`config.mk`:
```
export PLATFORM = sky130hd
export DESIGN_NAME = bk_adder_share_arbiter
export DESIGN_NICKNAME = d
export VERILOG_FILES = /design/src/rtl/bk_adder_pkg.sv /design/src/rtl/bk_adder_share_arbiter_rr.sv /design/src/rtl/bk_adder_share_arbiter.sv
export SDC_FILE = /design/constraint.sdc
export NUM_CORES = 1
export LEC_CHECK = 0
export CAP_MARGIN = 10
export CORE_AREA = 2 2 69 120
export DETAILED_ROUTE_END_ITERATION = 10
export DIE_AREA = 0 0 71 122
export HOLD_SLACK_MARGIN = 0.03
export PLACE_DENSITY = 0.95
export SLEW_MARGIN = 10
export SYNTH_ARGS = -nofsm -noshare
export SYNTH_HDL_FRONTEND = slang
export SYNTH_SLANG_ARGS = --single-unit
```
`constraint.sdc`:
```
create_clock -name clk -period 6.5 [get_ports clk]
set_clock_uncertainty 0.1 [all_clocks]
set_input_delay 1.3 -clock clk [delete_from_list [all_inputs] [get_ports clk]]
set_output_delay 1.3 -clock clk [all_outputs]
set_load 0.03 [all_outputs]
```
`src/rtl/bk_adder_pkg.sv`:
```
// Shared constants, operand record and adder-bus packing for the shared
// Brent-Kung adder arbiter.
package bk_adder_pkg;

    localparam int unsigned NREQ = 4;
    localparam int unsigned W    = 12;
    localparam int unsigned IDW  = $clog2(NREQ);

    typedef struct packed {
        logic [W-1:0]   a;
        logic [W-1:0]   b;
        logic [IDW-1:0] id;
    } op_t;

    // The adder expects operand bits interleaved: bit 2k = a[k], bit 2k+1 = b[k].
    function automatic logic [2*W-1:0] interleave(input logic [W-1:0] a,
                                                  input logic [W-1:0] b);
        logic [2*W-1:0] bus;
        bus = '0;
        for (int unsigned k = 0; k < W; k++) begin
            bus[2*k]   = a[k];
            bus[2*k+1] = b[k];
        end
        return bus;
    endfunction

endpackage

```
`src/rtl/bk_adder_share_arbiter_rr.sv`:
```
// Combinational round-robin picker: first requester at or after ptr, with wrap.
module rr_arbiter #(
    parameter int unsigned NREQ = 4,
    parameter int unsigned IDW  = $clog2(NREQ)
) (
    input  logic [NREQ-1:0] req,
    input  logic [IDW-1:0]  ptr,
    input  logic            en,
    output logic [NREQ-1:0] gnt,
    output logic [IDW-1:0]  gnt_idx,
    output logic            any
);

    int unsigned j;

    always_comb begin
        gnt     = '0;
        gnt_idx = '0;
        any     = 1'b0;
        j       = 0;
        for (int unsigned k = 0; k < NREQ; k++) begin
            j = 32'(ptr) + k;
            if (j >= NREQ) begin
                j = j - NREQ;
            end
            if (en && !any && req[j]) begin
                any     = 1'b1;
                gnt[j]  = 1'b1;
                gnt_idx = IDW'(j);
            end
        end
    end

endmodule

```
`src/rtl/bk_adder_share_arbiter.sv`:
```
// Round-robin sharing of one external combinational adder among NREQ
// requesters, with an operand stage feeding the adder and a result stage.
module bk_adder_share_arbiter
    import bk_adder_pkg::*;
#(
    parameter int unsigned NREQ = bk_adder_pkg::NREQ,
    parameter int unsigned W    = bk_adder_pkg::W,
    parameter int unsigned IDW  = $clog2(NREQ)
) (
    input  logic              clk,
    input  logic              rst_n,
    input  logic [NREQ-1:0]   req_valid,
    input  logic [NREQ*W-1:0] req_a,
    input  logic [NREQ*W-1:0] req_b,
    output logic [NREQ-1:0]   req_ready,
    output logic [2*W-1:0]    add_in,
    input  logic [W:0]        add_out,
    output logic              rsp_valid,
    input  logic              rsp_ready,
    output logic [W:0]        rsp_sum,
    output logic [IDW-1:0]    rsp_id
);

    logic            adv1;
    logic            adv2;
    logic            s1_valid;
    op_t             s1;
    logic [IDW-1:0]  rr_ptr;
    logic [IDW-1:0]  ptr_next;
    logic [NREQ-1:0] gnt;
    logic [IDW-1:0]  gnt_idx;
    logic            gnt_any;
    logic [W-1:0]    sel_a;
    logic [W-1:0]    sel_b;

    assign adv2 = !rsp_valid || rsp_ready;
    assign adv1 = !s1_valid || adv2;

    rr_arbiter #(
        .NREQ(NREQ),
        .IDW (IDW)
    ) u_arb (
        .req    (req_valid),
        .ptr    (rr_ptr),
        .en     (adv1),
        .gnt    (gnt),
        .gnt_idx(gnt_idx),
        .any    (gnt_any)
    );

    assign req_ready = gnt;
    assign add_in    = interleave(s1.a, s1.b);
    assign ptr_next  = (gnt_idx == IDW'(NREQ - 1)) ? '0 : gnt_idx + IDW'(1);

    always_comb begin
        sel_a = '0;
        sel_b = '0;
        for (int unsigned i = 0; i < NREQ; i++) begin
            if (gnt[i]) begin
                sel_a = req_a[i*W +: W];
                sel_b = req_b[i*W +: W];
            end
        end
    end

    // Operands load only on a grant so add_in stays quiet through idle cycles.
    always_ff @(posedge clk or negedge rst_n) begin
        if (!rst_n) begin
            s1_valid  <= 1'b0;
            s1        <= '0;
            rr_ptr    <= '0;
            rsp_valid <= 1'b0;
            rsp_sum   <= '0;
            rsp_id    <= '0;
        end else begin
            if (adv1) begin
                s1_valid <= gnt_any;
                if (gnt_any) begin
                    s1     <= '{a: sel_a, b: sel_b, id: gnt_idx};
                    rr_ptr <= ptr_next;
                end
            end
            if (adv2) begin
                rsp_valid <= s1_valid;
                rsp_sum   <= add_out;
                rsp_id    <= s1.id;
            end
        end
    end

    for (genvar i = 0; i < NREQ; i++) begin : g_hold_chk
        a_operand_hold : assert property (@(posedge clk) disable iff (!rst_n)
            (req_valid[i] && !req_ready[i]) |=>
            (!req_valid[i] || ($stable(req_a[i*W +: W]) && $stable(req_b[i*W +: W]))));
    end

endmodule

```
# Word level (Yosys, flattened, before mapping)
# Index checks and enable logic that the tools add are counted.
# word_totals
register_bits,45
elab_cells,92
inputBits,116
# op_classes
eq_ne,1
n_mux,41
n_reduce_logical,19
n_bitwise,3
n_lt_le_gt_ge,12
addsub,8
# op_table
operator,count
32-bit by 1-bit greater-or-equal comparator with 1-bit output (second input constant),4
32-bit by 3-bit less-than comparator with 1-bit output (second input constant),4
32-bit 2-to-1 mux,4
32-bit by 3-bit greater-or-equal comparator with 1-bit output (second input constant),3
12-bit 2-to-1 mux,8
32-bit by 3-bit subtractor with 32-bit output (second input constant),3
4-bit 2-to-1 mux,4
1-bit 2-to-1 mux,12
4-bit bitwise OR,3
1-bit logical AND,11
2-bit 2-to-1 mux,5
1-bit binary-select mux with 2-bit select,4
1-bit demux with 2-bit select,4
2-bit by 2-bit adder with 3-bit output (second input constant),2
1-bit logical NOT,5
2-bit by 3-bit subtractor with 4-bit output (second input constant),1
2-bit by 1-bit adder with 3-bit output (second input constant),1
2-bit by 3-bit greater-or-equal comparator with 1-bit output (second input constant),1
2-bit by 1-bit adder with 2-bit output (second input constant),1
2-bit equality test (second input constant),1
1-bit logical OR,2
2-bit AND reduction,1

# Depth between registers and ports, before layout
# Gate-level depths: netlist of run 1.
# depth
word_depth,22
mapped_depth,13
mapped_depth_nobuf,9

# Hierarchy
# From an unflattened synthesis of run 1, not the netlist that was laid out.
# hier_totals
hier_cells,286
hier_area_um2,2927.8
# by_module_without_submodules
module,area_per_inst_um2,cells_each,seq_area_each_um2,n_inst
bk_adder_share_arbiter,2422.3,222,1126.1,1
rr_arbiter,505.5,64,0.0,1

# Worst setup path before layout of run 1
# No wires, ideal clock.
# synth_timing
path_type,input port to output port
startpoint,in req_valid[1]
endpoint,out req_ready[1]
t_arrival_ns,3.197
required_ns,5.100
setup_slack_ns,1.903
stages,8
path_cell_list,clkbuf_2 or3b_2 a21oi_2 o21ai_1 and3_1 buf_2 buf_4 nor2_1
# synth_between
elab_chain_cells,16
word_cells_on_any_way,28
cone_classes,mux (15); bitwise (3); reduce/logical (10)
# synth_rtl
item,line,source
start: declaration,bk_adder_share_arbiter.sv:12,"input logic [NREQ-1:0] req_valid,"
1-bit binary-select mux with 2-bit select,bk_adder_share_arbiter_rr.sv:26,if (en && !any && req[j]) begin
1-bit 2-to-1 mux (implied by the code),bk_adder_share_arbiter_rr.sv:26,
1-bit logical AND,bk_adder_share_arbiter_rr.sv:26,
1-bit 2-to-1 mux,bk_adder_share_arbiter_rr.sv:26,
1-bit logical NOT,bk_adder_share_arbiter_rr.sv:26,
1-bit logical AND (2 in a row),bk_adder_share_arbiter_rr.sv:26,
1-bit 2-to-1 mux,bk_adder_share_arbiter_rr.sv:26,
1-bit logical NOT,bk_adder_share_arbiter_rr.sv:26,
1-bit logical AND (2 in a row),bk_adder_share_arbiter_rr.sv:26,
1-bit 2-to-1 mux,bk_adder_share_arbiter_rr.sv:26,
1-bit logical NOT,bk_adder_share_arbiter_rr.sv:26,
1-bit logical AND (2 in a row),bk_adder_share_arbiter_rr.sv:26,
4-bit 2-to-1 mux (*),bk_adder_share_arbiter_rr.sv:26,
end: declaration,bk_adder_share_arbiter.sv:15,"output logic [NREQ-1:0] req_ready,"
# Every way passes the cells marked *; elsewhere a longest branch is shown, timed or not. The select of a mux whose other input is x is not followed.

# Final worst setup path of run 1
# layout_timing
startpoint,in req_valid[3]
endpoint,out req_ready[3]
# Same word-level chain as after synthesis.

==> flow_summary_export.csv, run 1 <==
group,metric,value,unit
clock_network,cts.repair_timing.setup_buffer_count,0,
flow_run,drv.max_cap_violation_count,0,
setup_path,number_of_buffers_and_inverters_on_the_critical_path,3,
placed_design,hpwl,8506,um
logic_synthesis,yosys_warnings,0,
drt,route.antenna.remaining_nets,0,
power,max-vdd-ir-drop,0.0002429,V
drt,route.detailed.vias_per_inst,5.980,
placed_design,port_buffers,159,
setup_path,timing.setup.critical_path_class,"input pin to primary output",
clock_network,clock-sinks,45,
sta,maxSlewHeadroom,33.55,%
grt,grt_start_max_net_pins,46,
sta,min_period,5.616,ns
logic_synthesis,ys_async_sr_fraction,100.0,%
finish,syn2layout_area_growth,46.28,%
clock_network,cts_tree,"done",
clock_network,tritoncts.num_buffers,5,
clock_network,cts_buffer_depth,2,
placed_design,pre_cts_slack,0.8781,ns
placed_design,place.detailed.instances,554,
clock_network,worst_skew_pair.late_latency,0.29,ns
drt,wire_length_per_cell,19.76,um
sta,fin_ws,0.8837,ns
finish,antenna_cells_inserted,0,
grt,initial_antenna_violation_count,0,
logic_synthesis,synth_top_area_share,33.48,%
die,die_area,8662,um2
status,status,"complete, no violations",
die,initial_core_util,43.11,%
drt,finalWirelength,11110,um
drt,vias,3361,
logic_synthesis,synth.largest_area_cell,"sky130_fd_sc_hd__dfrtp_1",
die,boundary_pins,160,
logic_synthesis,ys_seq_elements,45,
setup_path,end_kind,"primary output",
die,std_cell_rows,43,
logic_synthesis,synth.area.top_cells,"sky130_fd_sc_hd__dfrtp_1 (33%), sky130_fd_sc_hd__a311oi_2 (8.5%), sky130_fd_sc_hd__buf_4 (5.8%), sky130_fd_sc_hd__o31ai_1 (5.8%), sky130_fd_sc_hd__a22oi_1 (5.4%)",
clock_network,post_cts.resized_instances,0,
die,die_h,122,um
logic_synthesis,synth_nets,482,
finish,layoutNonFillerInstCount,562,
logic_synthesis,synth.distinct_cells,48,
clock_network,clk_pin_slew_worst_paths,0.06,ns
clock_network,clockRootBuffer,"sky130_fd_sc_hd__clkbuf_16",
setup_path,timing.critical_path.slowest_stage_cell,"sky130_fd_sc_hd__clkdlybuf4s50_1",
sta,achievable-frequency,178.1,MHz
power,power,1.900,mW
finish,flip_flop_and_latch_area,1126,um2
logic_synthesis,ys_seq_area_share,33.48,%
setup_path,most_frequent_cell_on_critical_path,"sky130_fd_sc_hd__clkdlybuf4s50_1",
finish,multi_input_comb_area,1869,um2
grt,gr-usage-all-layers,25.22,%
finish,numnets_final,594,
drt,drt_first_iter_violations,170,
logic_synthesis,synth-main-ff-cell,"sky130_fd_sc_hd__dfrtp_1",
setup_path,critical_path.max_stage_delay,0.73,ns
setup_path,crit_required,5.10,ns
finish,num-fill-cells,650,
drt,first_pass_iters,5,
hold_path,hp-start,"s1_valid$_DFFE_PN0P_",
grt,first_global_vias,3540,
clock_network,cts_hold_buf,0,
drt,drt_drc_violations_left,0,
logic_synthesis,synth_edf_count,0,
power,p_leak,1.889,nW
placed_design,last_weighted_congestion_value_of_the_routability_driven_placer,0.9522,
finish,fraction_of_final_layout_cells_sized_beyond_drive_strength_1,13.14,%
grt,grt.overflow.total,0,
logic_synthesis,post_synth_instance_area,3363,um2
setup_path,cp_top_family,"buffers and inverters",
die,fp.dieW,71,um
die,core_area,7801,um2
clock_network,htreeDepth,2,
logic_synthesis,avgSynthCellArea,9.368,um2
grt,grt_first_pass_wirelength,17140,um
sta,finalSetupTns,0,ns
sta,final_min_period_over_clock_period,86.40,%
sta,report.final.setup_viol,0,
sta,rsz0062_at_grt,"no",
setup_path,startpoint_type,"input pin",
finish,utilization,63.06,%
hold_path,hp-class,"flop to flop",
setup_path,critPathArrivalTime,4.22,ns
finish,layout.cells.most_common,"sky130_fd_sc_hd__clkdlybuf4s50_1",
sta,timing_max_transition_violations_final,0,
power,power_per_cell_area,386.1,nW/um2
setup_path,ordered_list_of_cells_on_the_worst_path,"clkdlybuf4s50_1, mux2i_1, a211oi_1, a222oi_1, a31oi_2, buf_4, clkdlybuf4s50_1",
setup_path,critical_path.startpoint,"req_valid[3]",
sta,worst_pin_slew,0.9968,ns
sta,timing_hold_violations_final,0,
setup_path,worstPathMaxFanout,25,
logic_synthesis,postSynthCellCount,359,
finish,most_used_cells_in_the_layout_excluding_fill_and_tap_cells,"sky130_fd_sc_hd__clkdlybuf4s50_1 (158), sky130_fd_sc_hd__dfrtp_1 (45), sky130_fd_sc_hd__nand2_1 (31), sky130_fd_sc_hd__nor2_1 (28), sky130_fd_sc_hd__o31ai_1 (26)",
[Yosys cell counts, drive strengths merged (5+ instances only)]
| master | count |
|---|---|
| dfrtp | 45 |
| buf | 37 |
| nand2 | 31 |
| nor2 | 28 |
| o31ai | 27 |
| a31oi | 26 |
| a22oi | 24 |
| a311oi | 24 |
| clkbuf | 24 |
| mux2 | 16 |
| o21ai | 10 |
| ha | 7 |
| inv | 6 |
| and2 | 5 |
[power by group]
group | internal [mW] | total (mW) | switching, mW
logic | 0.509 | 1.21 | 0.698
clock network | 0.142 | 0.252 | 0.110
registers | 0.367 | 0.440 | 0.0729
total | 1.02 | 1.90 | 0.881
[kinds of logic after synthesis]
group / count (synthesis) / share of synthesized area [%]
flops: 45 / 33.48
mux: 19 / 6.622
simple gates: 91 / 12.91
fa+ha+maj: 7 / 2.604
buf+inv: 67 / 11.79
compound gates: 129 / 32.33
xor+xnor: 1 / 0.2605
[flip-flops by register name (all words and copies together) (netlist names), named ones only]
register and count:
rr_ptr 1, rsp_id 2, s1_valid 1, s1 2
rsp_valid 1, rsp_sum 13, add_in 24
[per-stage QoR]
step	hold slack, ns	instance area, um2
finish	0.3510	4920
global placement	0.3310	4772
detailed placement	0.3352	4772
CTS	0.3504	4920
global route	0.3965	4920
floorplan	0.3220	3363
[worst register-to-register path, delay by kind of cell, from the launching register on]
family	cells	cell delay, ns
AND/OR/NAND/NOR	2	0.53
AO/OA/AOI/OAI	4	1.47
buffers and inverters	2	0.65
flip-flops	1	0.77
adder cells (fa/ha/maj)	1	0.52
[layout make-up]
class / count / share of cell area [%]
clock buffer: 5 / 2.543
clock inverter: 3 / 0.4578
inverter: 6 / 0.5086
multi-input combinational: 247 / 38.00
sequential: 45 / 22.89
tap: 90 / 2.289
timing repair buffer: 166 / 33.32
[layer usage]
layer | routed length, um | share of wire, % | GRT usage, %
met1 | 3992 | 36 | 26.45
met2 | 6319 | 57 | 48.19
met3 | 374 | 3.4 | 2.481
met4 | 418 | 3.8 | 13.33
met5 | 0 | 0 | 0
[path summary, 6_finish.rpt]
check                                     endpoint  slack [ns]  cells past startpoint
min                          rsp_valid$_DFFE_PN0P_        0.35                      2
max                                   req_ready[3]        0.88                      7
min reg2reg                  rsp_valid$_DFFE_PN0P_        0.35                      2
max in group asynchronous   rsp_sum[8]$_DFFE_PN0P_        4.60                      1
max reg2reg                 add_in[10]$_DFFE_PN0P_        2.33                      9
min in group asynchronous  rsp_sum[12]$_DFFE_PN0P_        1.08                      1
No activity file was read; power rests on OpenSTA's default activity.
==> run 2: changes to the inputs <==
--- a/config.mk
+++ b/config.mk
@@ -6,9 +6,11 @@
 export NUM_CORES = 1
 export LEC_CHECK = 0
 export CAP_MARGIN = 10
-export CORE_AREA = 2 2 69 120
+export CELL_PAD_IN_SITES_DETAIL_PLACEMENT = 0
+export CELL_PAD_IN_SITES_GLOBAL_PLACEMENT = 1
+export CORE_AREA = 2 2 81 141
 export DETAILED_ROUTE_END_ITERATION = 10
-export DIE_AREA = 0 0 71 122
+export DIE_AREA = 0 0 83 143
 export HOLD_SLACK_MARGIN = 0.03
 export PLACE_DENSITY = 0.95
 export SLEW_MARGIN = 10
==> run 2 against run 1 <==
Maximum frequency fell by 0.50%. Register-to-register slack improved by 0.18 ns. Design area grew 1.5%. Clock-buffer cell count up 2. Largest cell class unchanged. Via count is 1.2% lower. Highest routed layer unchanged. Non-clock buffer count unchanged. Die area grew 37%. Critical endpoint is now req_ready[2]. Cell count up 7.3%. Largest power group unchanged. Clock power is 17% higher.
==> flow_summary_export.csv, run 2 (synthesis gave the netlist of run 1 again) <==
group,metric,value,unit
finish,most_used_cells_in_the_layout_excluding_fill_and_tap_cells,"sky130_fd_sc_hd__clkdlybuf4s50_1 (157), sky130_fd_sc_hd__dfrtp_1 (45), sky130_fd_sc_hd__nand2_1 (31), sky130_fd_sc_hd__nor2_1 (28), sky130_fd_sc_hd__o31ai_1 (26)",
grt,grt.overflow.total,0,
power,comb_power_share,62.2,%
drt,drt_first_iter_violations,157,
die,initial_core_util,31.44,%
clock_network,clk_pin_slew_worst_paths,0.06,ns
sta,worst_pin_slew,1.006,ns
finish,numnets_final,594,
setup_path,end_kind,"primary output",
sta,final_min_period_over_clock_period,86.84,%
status,status,"complete, no violations",
power,p_int,1.067,mW
power,max-vdd-ir-drop,0.0002253,V
grt,grt_start_max_net_pins,46,
drt,vias,3320,
drt,finalWirelength,11330,um
finish,utilization,46.69,%
clock_network,clock-sinks,45,
grt,initial_antenna_violation_count,1,
placed_design,last_weighted_congestion_value_of_the_routability_driven_placer,0.9068,
clock_network,tritoncts.num_buffers,5,
sta,timing_max_transition_violations_final,0,
sta,achievable-frequency,177.2,MHz
grt,grt_first_pass_wirelength,17390,um
finish,layout.cells.most_common,"sky130_fd_sc_hd__clkdlybuf4s50_1",
setup_path,most_frequent_cell_on_critical_path,"sky130_fd_sc_hd__clkdlybuf4s50_1",
power,swShare,45.01,%
clock_network,cts_buffer_depth,2,
drt,wire_length_per_cell,18.78,um
power,power_per_cell_area,388.5,nW/um2
drt,route.antenna.remaining_nets,0,
sta,min_period,5.645,ns
sta,finalSetupTns,0,ns
setup_path,ordered_list_of_cells_on_the_worst_path,"clkdlybuf4s50_1, or3b_2, a21o_1, a21boi_0, o31ai_4, inv_4, clkdlybuf4s50_1",
drt,drt_drc_violations_left,0,
setup_path,timing.setup.critical_path_class,"input pin to primary output",
die,die_h,143,um
power,power.share.sequential,22.7,%
clock_network,cts.repair_timing.setup_buffer_count,0,
sta,report.final.setup_viol,0,
hold_path,hp-class,"flop to flop",
power,power,1.940,mW
power,p_leak,1.913,nW
drt,route.detailed.vias_per_inst,5.506,
setup_path,critical_path.max_stage_delay,0.76,ns
clock_network,cts_hold_buf,0,
die,die_area,11870,um2
power,clockPowerShare,15.2,%
grt,gr-usage-all-layers,18.34,%
setup_path,timing.critical_path.slowest_stage_cell,"sky130_fd_sc_hd__clkdlybuf4s50_1",
setup_path,cp_top_family,"buffers and inverters",
clock_network,cts_tree,"done",
placed_design,hpwl,8902,um
die,boundary_pins,160,
setup_path,startpoint_type,"input pin",
setup_path,crit_required,5.10,ns
setup_path,number_of_buffers_and_inverters_on_the_critical_path,3,
finish,syn2layout_area_growth,48.51,%
setup_path,critPathArrivalTime,4.24,ns
flow_run,drv.max_cap_violation_count,0,
clock_network,htreeDepth,2,
grt,first_global_vias,3264,
placed_design,port_buffers,159,
sta,rsz0062_at_grt,"no",
die,core_area,10700,um2
power,net-switching-power,0.8734,mW
die,fp.dieW,83,um
finish,fraction_of_final_layout_cells_sized_beyond_drive_strength_1,13.14,%
sta,maxSlewHeadroom,32.94,%
clock_network,worst_skew_pair.late_latency,0.28,ns
sta,fin_worst_hold_slack,0.3605,ns
sta,timing_hold_violations_final,0,
finish,number_of_flip_flops_under_the_largest_register_name,24,
die,std_cell_rows,50,
clock_network,clockRootBuffer,"sky130_fd_sc_hd__clkbuf_16",
drt,first_pass_iters,5,
setup_path,worstPathMaxFanout,25,
clock_network,post_cts.resized_instances,0,
-- run 2: stage by stage --
step / std cells / cell area (um2) / setup slack, ns
2_1_floorplan: 359 / 3363 / 1.903
3_3_place_gp: 594 / 4820 / 0.9360
3_5_place_dp: 594 / 4820 / 0.8601
4_1_cts: 602 / 4992 / 0.8607
5_1_grt: 603 / 4995 / 0.7168
6_report: 603 / 4995 / 0.8555
-- run 2: area by class of cell --
cell class	count	area, um2
clock inverter	1	30.03
tap	130	162.7
clock buffer	7	142.6
timing repair buffer	166	1637
fill	986	5703
antenna	1	2.502
inverter	6	25.02
multi-input combinational	247	1869
sequential	45	1126
-- run 2: worst paths after layout --
kind | from | cells after the start | to | slack (ns)
setup / recovery | req_valid[3] | 7 | req_ready[2] | 0.86
hold / removal | s1_valid$_DFFE_PN0P_ | 2 | rsp_valid$_DFFE_PN0P_ | 0.36
setup reg to reg | flop | 9 | add_in[10]$_DFFE_PN0P_ | 2.51
hold reg to reg | s1_valid$_DFFE_PN0P_ | 2 | rsp_valid$_DFFE_PN0P_ | 0.36
max in group asynchronous | rst_n | 1 | add_in[22]$_DFFE_PN0P_ | 4.59
min in group asynchronous | rst_n | 1 | add_in[17]$_DFFE_PN0P_ | 1.08
-- run 2: metal layers --
| layer | routed length (um) | part of all wire [%] | global-route usage, % | vias up |
|---|---|---|---|---|
| met1 | 4262 | 38 | 20.58 | 1579 |
| li1 | - | - | - | 1555 |
| met3 | 540 | 4.8 | 2.775 | 22 |
| met5 | 0 | 0 | 0 | - |
| met2 | 6176 | 55 | 33.66 | 164 |
| met4 | 345 | 3.0 | 8.714 | 0 |
-- run 2: tightest hold or removal path, delay by kind of cell (launching register included) --
kind	cells	cell delay, ns
buf+inv	1	0.06
flops	1	0.32
simple gates	1	0.05
-- run 2: power by group through the flow --
stage	clock network, mW	logic, mW	registers [mW]
6_report	0.294	1.21	0.440
5_1_grt	0.310	1.29	0.453
4_1_cts	0.300	1.21	0.439
3_5_place_dp	0	1.21	0.444
3_3_place_gp	0	1.19	0.440
2_1_floorplan	0	0.905	0.439
